`config.mk`:
```
export PLATFORM = sky130hd
export DESIGN_NAME = regfile_mp
export DESIGN_NICKNAME = d
export VERILOG_FILES = /design/src/rtl/regfile_mp.sv
export SDC_FILE = /design/constraint.sdc
export NUM_CORES = 2
export LEC_CHECK = 0
export CAP_MARGIN = 0
export CELL_PAD_IN_SITES_DETAIL_PLACEMENT = 0
export CELL_PAD_IN_SITES_GLOBAL_PLACEMENT = 2
export CORE_UTILIZATION = 44
export DETAILED_ROUTE_END_ITERATION = 10
export MAX_ROUTING_LAYER = met4
export PLACE_DENSITY_LB_ADDON = 0.3
export REMOVE_ABC_BUFFERS = 1
export SLEW_MARGIN = 15
export SYNTH_ARGS = -nofsm -noshare
export SYNTH_HDL_FRONTEND = slang
export SYNTH_SLANG_ARGS = --single-unit
```
`constraint.sdc`:
```
create_clock -name clk -period 5 [get_ports clk]
set_input_delay 0.5 -clock clk [delete_from_list [all_inputs] [get_ports clk]]
set_output_delay 0.5 -clock clk [all_outputs]
set_load 0.1 [all_outputs]
```
`src/rtl/regfile_mp.sv`:
```
// Multi-port integer register file: NUM_RD combinational read ports, two write ports, r0 reads zero,
// post-reset clear sequencer. Define REGFILE_BYPASS_EN for same-cycle write-to-read forwarding.
module regfile_mp #(
    parameter int DATA_W = 32,
    parameter int ADDR_W = 5,
    parameter int NUM_RD = 2
) (
    input  logic                     clk,
    input  logic                     rst,
    input  logic                     we0,
    input  logic [ADDR_W-1:0]        waddr0,
    input  logic [DATA_W-1:0]        wdata0,
    input  logic                     we1,
    input  logic [ADDR_W-1:0]        waddr1,
    input  logic [DATA_W-1:0]        wdata1,
    input  logic [NUM_RD-1:0]        re,
    input  logic [NUM_RD*ADDR_W-1:0] raddr,
    output logic [NUM_RD*DATA_W-1:0] rdata,
    output logic                     init_done
);

    localparam int DEPTH = 1 << ADDR_W;

    typedef enum logic {
        CLEAR = 1'b0,
        RUN   = 1'b1
    } state_e;

    state_e            state_q, state_d;
    logic [ADDR_W-1:0] clr_cnt_q, clr_cnt_d;
    logic [DATA_W-1:0] regs_q [DEPTH];

    logic run_active;
    logic wr0_en;
    logic wr1_en;

    always_ff @(posedge clk) begin
        if (rst) begin
            state_q   <= CLEAR;
            clr_cnt_q <= '0;
        end else begin
            state_q   <= state_d;
            clr_cnt_q <= clr_cnt_d;
        end
    end

    always_comb begin
        state_d   = state_q;
        clr_cnt_d = clr_cnt_q;
        if (state_q == CLEAR) begin
            clr_cnt_d = clr_cnt_q + 1'b1;
            if (clr_cnt_q == {ADDR_W{1'b1}}) begin
                state_d = RUN;
            end
        end
    end

    assign run_active = !rst && (state_q == RUN);
    // Port 1 wins a same-address collision, so port 0 is suppressed outright.
    assign wr1_en = run_active && we1 && (waddr1 != '0);
    assign wr0_en = run_active && we0 && (waddr0 != '0) && !(wr1_en && (waddr1 == waddr0));

    always_ff @(posedge clk) begin
        if (!rst) begin
            if (state_q == CLEAR) begin
                regs_q[clr_cnt_q] <= '0;
            end else begin
                if (wr0_en) begin
                    regs_q[waddr0] <= wdata0;
                end
                if (wr1_en) begin
                    regs_q[waddr1] <= wdata1;
                end
            end
        end
    end

    assign init_done = (state_q == RUN);

    for (genvar g = 0; g < NUM_RD; g++) begin : g_rd
        logic [ADDR_W-1:0] ra;
        logic [DATA_W-1:0] rd;

        assign ra = raddr[g*ADDR_W +: ADDR_W];

        always_comb begin
            rd = '0;
            if (run_active && re[g] && (ra != '0)) begin
                rd = regs_q[ra];
`ifdef REGFILE_BYPASS_EN
                if (we1 && (waddr1 == ra)) begin
                    rd = wdata1;
                end else if (we0 && (waddr0 == ra)) begin
                    rd = wdata0;
                end
`else
`endif
            end
        end

        assign rdata[g*DATA_W +: DATA_W] = rd;
    end

endmodule

```
* After elaboration in Yosys (flattened, before gate mapping)
Memories as Yosys holds them, arrays and structs flattened.
Cells that the tools add are included.
** Word-level totals
- Bits in registers :: 6
- Latch bits :: 0
- Bits in writable memories :: 1024
- Bits in read-only memories :: 0
- Bits of input ports :: 90
- Output and inout bits :: 65
- Word-level logic and storage cells :: 42
- Memories kept :: 1
** Memories
- regs_q :: depth 32, width 32, read ports 2, clocked after Yosys merged registers in 0, wr ports 2, RTL line 31 : logic [DATA_W-1:0] regs_q [DEPTH];
** Operators by class
- $add $sub $neg :: 1
- $mul :: 0
- Divide/modulo/power cells :: 0
- Order comparisons :: 0
- Equality and inequality tests :: 2
- Shift-type cells :: 0
- Muxes and demuxes :: 18
- Bitwise gates (word level) :: 0
- Reduce and logical (&&, ||, !) cells :: 18
** Operators with widths (number)
- $mux 32 :: 3
- $reduce_or 32->1 :: 1
- $reduce_bool 5->1 :: 4
- $mux 1 :: 14
- $logic_and 1x1->1 :: 11
- $add 5x1->5 const B :: 1
- $eq 5x5->1 :: 1
- $eq 5x5->1 const B :: 1
- $mux 5 :: 1
- $logic_not 1->1 :: 2

* Logic depth before layout (Yosys ltp)
- Word-level depth :: 13
- Mapped depth :: 8
- Gate-level depth less buffers :: 5

* Worst setup path after synthesis
OpenSTA, ideal clock, no wires.
- Path type :: register to register
- Start :: register state_q, in the netlist init_done
- End :: memory regs_q[6][0] (enable)
- Setup time :: 0.466 ns
- Arrival :: 4.318 ns
- Data required time :: 4.534 ns
- Setup slack :: 0.216 ns
- Cell stages (with the launch flop) :: 7
- Path buffers :: 2
- Period minus slack after synthesis :: 4.784 ns
- Cell sequence :: dfxtp_1 -> nor2b_1 -> o311a_1 -> buf_6 -> buf_6 -> o2111ai_2 -> o21ai_0
** RTL lines
- start, declared :: RTL line 29 : state_e state_q, state_d;
- start signal, assigned :: RTL line 42 : state_q <= state_d;
- end, declared :: RTL line 31

* Worst setup path in the final report
- Start :: register state_q, in the netlist init_done
- End :: output rdata[14]
** On the way
- Word-level cells in the longest chain between the ends :: 4
** Ends and longest elaborated chain
- $logic_and 1x1->1 :: RTL line 58 : assign run_active = !rst && (state_q == RUN);
- $logic_and 1x1->1 (2 in series) :: RTL line 88 : if (run_active && re[g] && (ra != '0)) begin
- $mux 32 :: RTL line 88
- end, declared :: RTL line 18 : output logic [NUM_RD*DATA_W-1:0] rdata,
Every way passes these cells.

==> qor.yml <==
power:
  internal_power_mw: 14.4
  p_comb_frac: 0.076
  power_switching_mw: 4.50
  seqPwrFrac: 0.499
  cellLeakagePower_nw: 20.7
  vdd_drop_max_v: 0.000276
  pwr_density_cell_nw_per_um2: 280
  switching_share: 0.238
  p_clk_frac: 0.425
drt:
  drt_iter0_markers: 5078
  drc: 0
  wl_mm: 215
  ant_nets: 0
  wl_per_cell_um: 31.3
  first_pass_iters: 6
  vias: 43600
  vias_per_cell: 6.33
timing:
  setup_viol: 0
  skew_ns: 0.0216
  report.final.slew_viol_count: 0
  min_period_ns: 4.21
  worst_slew_pin_slew_ns: 1.32
  hold_viol_final: 0
  fin_tns_setup_ns: 0
  fmaxAchievable_mhz: 238
  slew_headroom: 0.115
  rsz0062_at_grt: "no"
  hold_ws_ns: 0.390
  setup_ws_ns: 0.790
  fin_crit_sh: 0.842
die:
  initial_core_util: 0.445
  die-area_um2: 139000
  die_h_um: 373
  core_um2: 136000
  die_width_um: 373
  io_pins: 155
  core.rowCount: 135
worst_setup_path:
  r2r_cells: 5
  cp-end-kind: "output pin"
  cp_max_fo: 17
  crit_end: "rdata[14]"
  cp.arrival_ns: 3.71
  required_ns: 4.50
  r2r_slack_ns: 1.33
  r2r_end: "regs_q[9][5]"
  worstSetupPathType: "reg -> out"
  crit_path_start: "init_done"
  critPathLaunchType: "register"
  r2r_start: "init_done"
logic_synthesis:
  synth_area_per_cell_um2: 11.7
  post-synth-top-count-cell: "nand2_1"
  synth_cell_type_count: 56
  netlist_top_cells_count: "nand2_1, edfxtp_1, o21ai_0, mux4_2, o21ai_1"
  synth-edff-count: 1024
  netlist_area_um2: 60700
  synthTopCellsByArea: "edfxtp_1, mux4_2, nand2_1"
  async_flop_share: 0
  yosys.area.top_type: "edfxtp_1"
  yosysSeqAreaShare: 0.509
  ys_warn_count: 0
  synth_top_area_share: 0.507
  synthCells: 5202
  ys_ff_latch: 1030
  synth_ff_type: "edfxtp_1"
global_route:
  antenna_found_initial: 2
  gr-total-overflow: 0
  grtUsageTotal: 0.315
  grt_pass1_vias: 42700
  grt_pass1_wl_mm: 307
  grt_max_degree: 90
place:
  hpwl_mm: 126
  dp_slack_ns: 0.840
  numPlacedInstances: 6675
  gp_congestion: 0.873
  placed_area_um2: 64100
  numPortBuffers: 154
clocking:
  holdBufCountCts: 0
  htree_levels: 3
  cts_resized: 0
  cts_buffer_depth: 3
  clk_pin_slew_ns: 0.06
  clk_root_buffer_cell: "clkbuf_16"
  clock_sinks: 1030
  cts_buffers: 118
  cts_tree: "built"
  post_cts_buffers: 0
  insertion_delay_ns: 0.76
job:
  maxCapViolCount: 0
final_layout:
  finish.net_count: 5106
  fin_cells: 6889
  syn_to_final_growth_pct: 11.3
  drive_gt1_frac: 0.192
  final_area_um2: 67500
min_path:
  hold_class: "in -> reg"
run_status:
  outcome: "finished, final reports clean"
-- layout by cell type, fill, tap and decap left out, types with 7 or more instances in the layout --
cell type and instances:
nand2_1 1063, edfxtp_1 1024, o21ai_0 647, mux4_2 384, o21ai_1 347, mux2i_1 264, buf_4 155, a22oi_1 126
clkbuf_16 119, buf_12 85, clkdlybuf4s50_1 72, nand2b_1 66, nor3_1 63, and3_1 63, a21oi_1 62, mux2_2 62
o22a_1 62, o211ai_1 62, inv_1 56, clkbuf_1 37, nor2_1 31, clkinv_1 28, o211ai_4 26, o221ai_4 22
nor3_2 16, nand3b_1 15, clkinv_2 13, buf_2 12, nor4_2 9, o21ai_4 9, nand3_1 7
-- power groups by stage --
stage                     Clock [mW]  Sequential [mW]  Combinational, mW
after global placement             0             9.62               1.43
after CTS                       8.14             9.45               1.44
after floorplan                    0             9.62              0.594
after detailed placement           0             9.63               1.44
final                           8.04             9.45               1.44
after global routing            8.42             9.45               1.50
-- flip-flops by register name, indices dropped and copies added (netlist names) --
signal and cells:
regs_q 1024, init_done 1, clr_cnt_q 5
-- worst max-delay path: stages (launching register included) --
cell	delay, ns
dfxtp_1	0.84
nand3b_1	0.27
a31oi_4	0.39
buf_4	0.42
o211ai_1	0.14
nor3_1	0.63
buf_12	0.26
-- metal layers --
layer / vias to the layer above / track usage / wire length [um]
met3: 474 / 0.0416 / 16900
met1: 21800 / 0.398 / 83500
met2: 2068 / 0.518 / 106000
met5: - / - / 0
met4: 0 / 0.122 / 9320
li1: 19300 / - / -
-- cells by family (layout without fill, tap and decap cells) --
logic type	Yosys count	in the layout	synth area share
AOI/OAI and AO/OA	1385	1385	0.137
and+or+nand+nor	1373	1373	0.0963
DFF	1030	1030	0.509
muxes	710	710	0.198
buffers and inverters	694	596	0.0588
xor gates and xnor gates	8	8	0.00116
adders and majority gates	2	2	0.000413
other	0	4	0
-- how the worst min path moves through the flow --
stage,from,to,slack [ns],depth (start not counted)
global placement,clr_cnt_q[1],clr_cnt_q[1],0.58,2
global route,wdata1[9],regs_q[25][9],0.40,3
floorplan,clr_cnt_q[1],clr_cnt_q[1],0.55,2
CTS,clr_cnt_q[1],clr_cnt_q[1],0.60,2
finish,wdata1[20],regs_q[29][20],0.39,3
detailed placement,clr_cnt_q[1],clr_cnt_q[1],0.59,2
-- area by class of cell --
cell class | count | area [um2]
fill | 11800 | 68600
sequential | 1030 | 30900
multi-input combinational | 3478 | 27000
timing repair buffer | 330 | 3740
clock buffer | 156 | 3120
tap | 1781 | 2230
clock inverter | 54 | 360
inverter | 56 | 210
antenna | 4 | 10.0
-- stage by stage --
| stage | total power [mW] | util |
|---|---|---|
| 2_1_floorplan | 10.2 | - |
| 4_1_cts | 19.0 | 0.496 |
| 3_5_place_dp | 11.1 | 0.471 |
| 3_3_place_gp | 11.1 | 0.471 |
| 6_report | 18.9 | 0.496 |
| 5_1_grt | 19.4 | 0.496 |
Power figures use the tool's default switching activity.
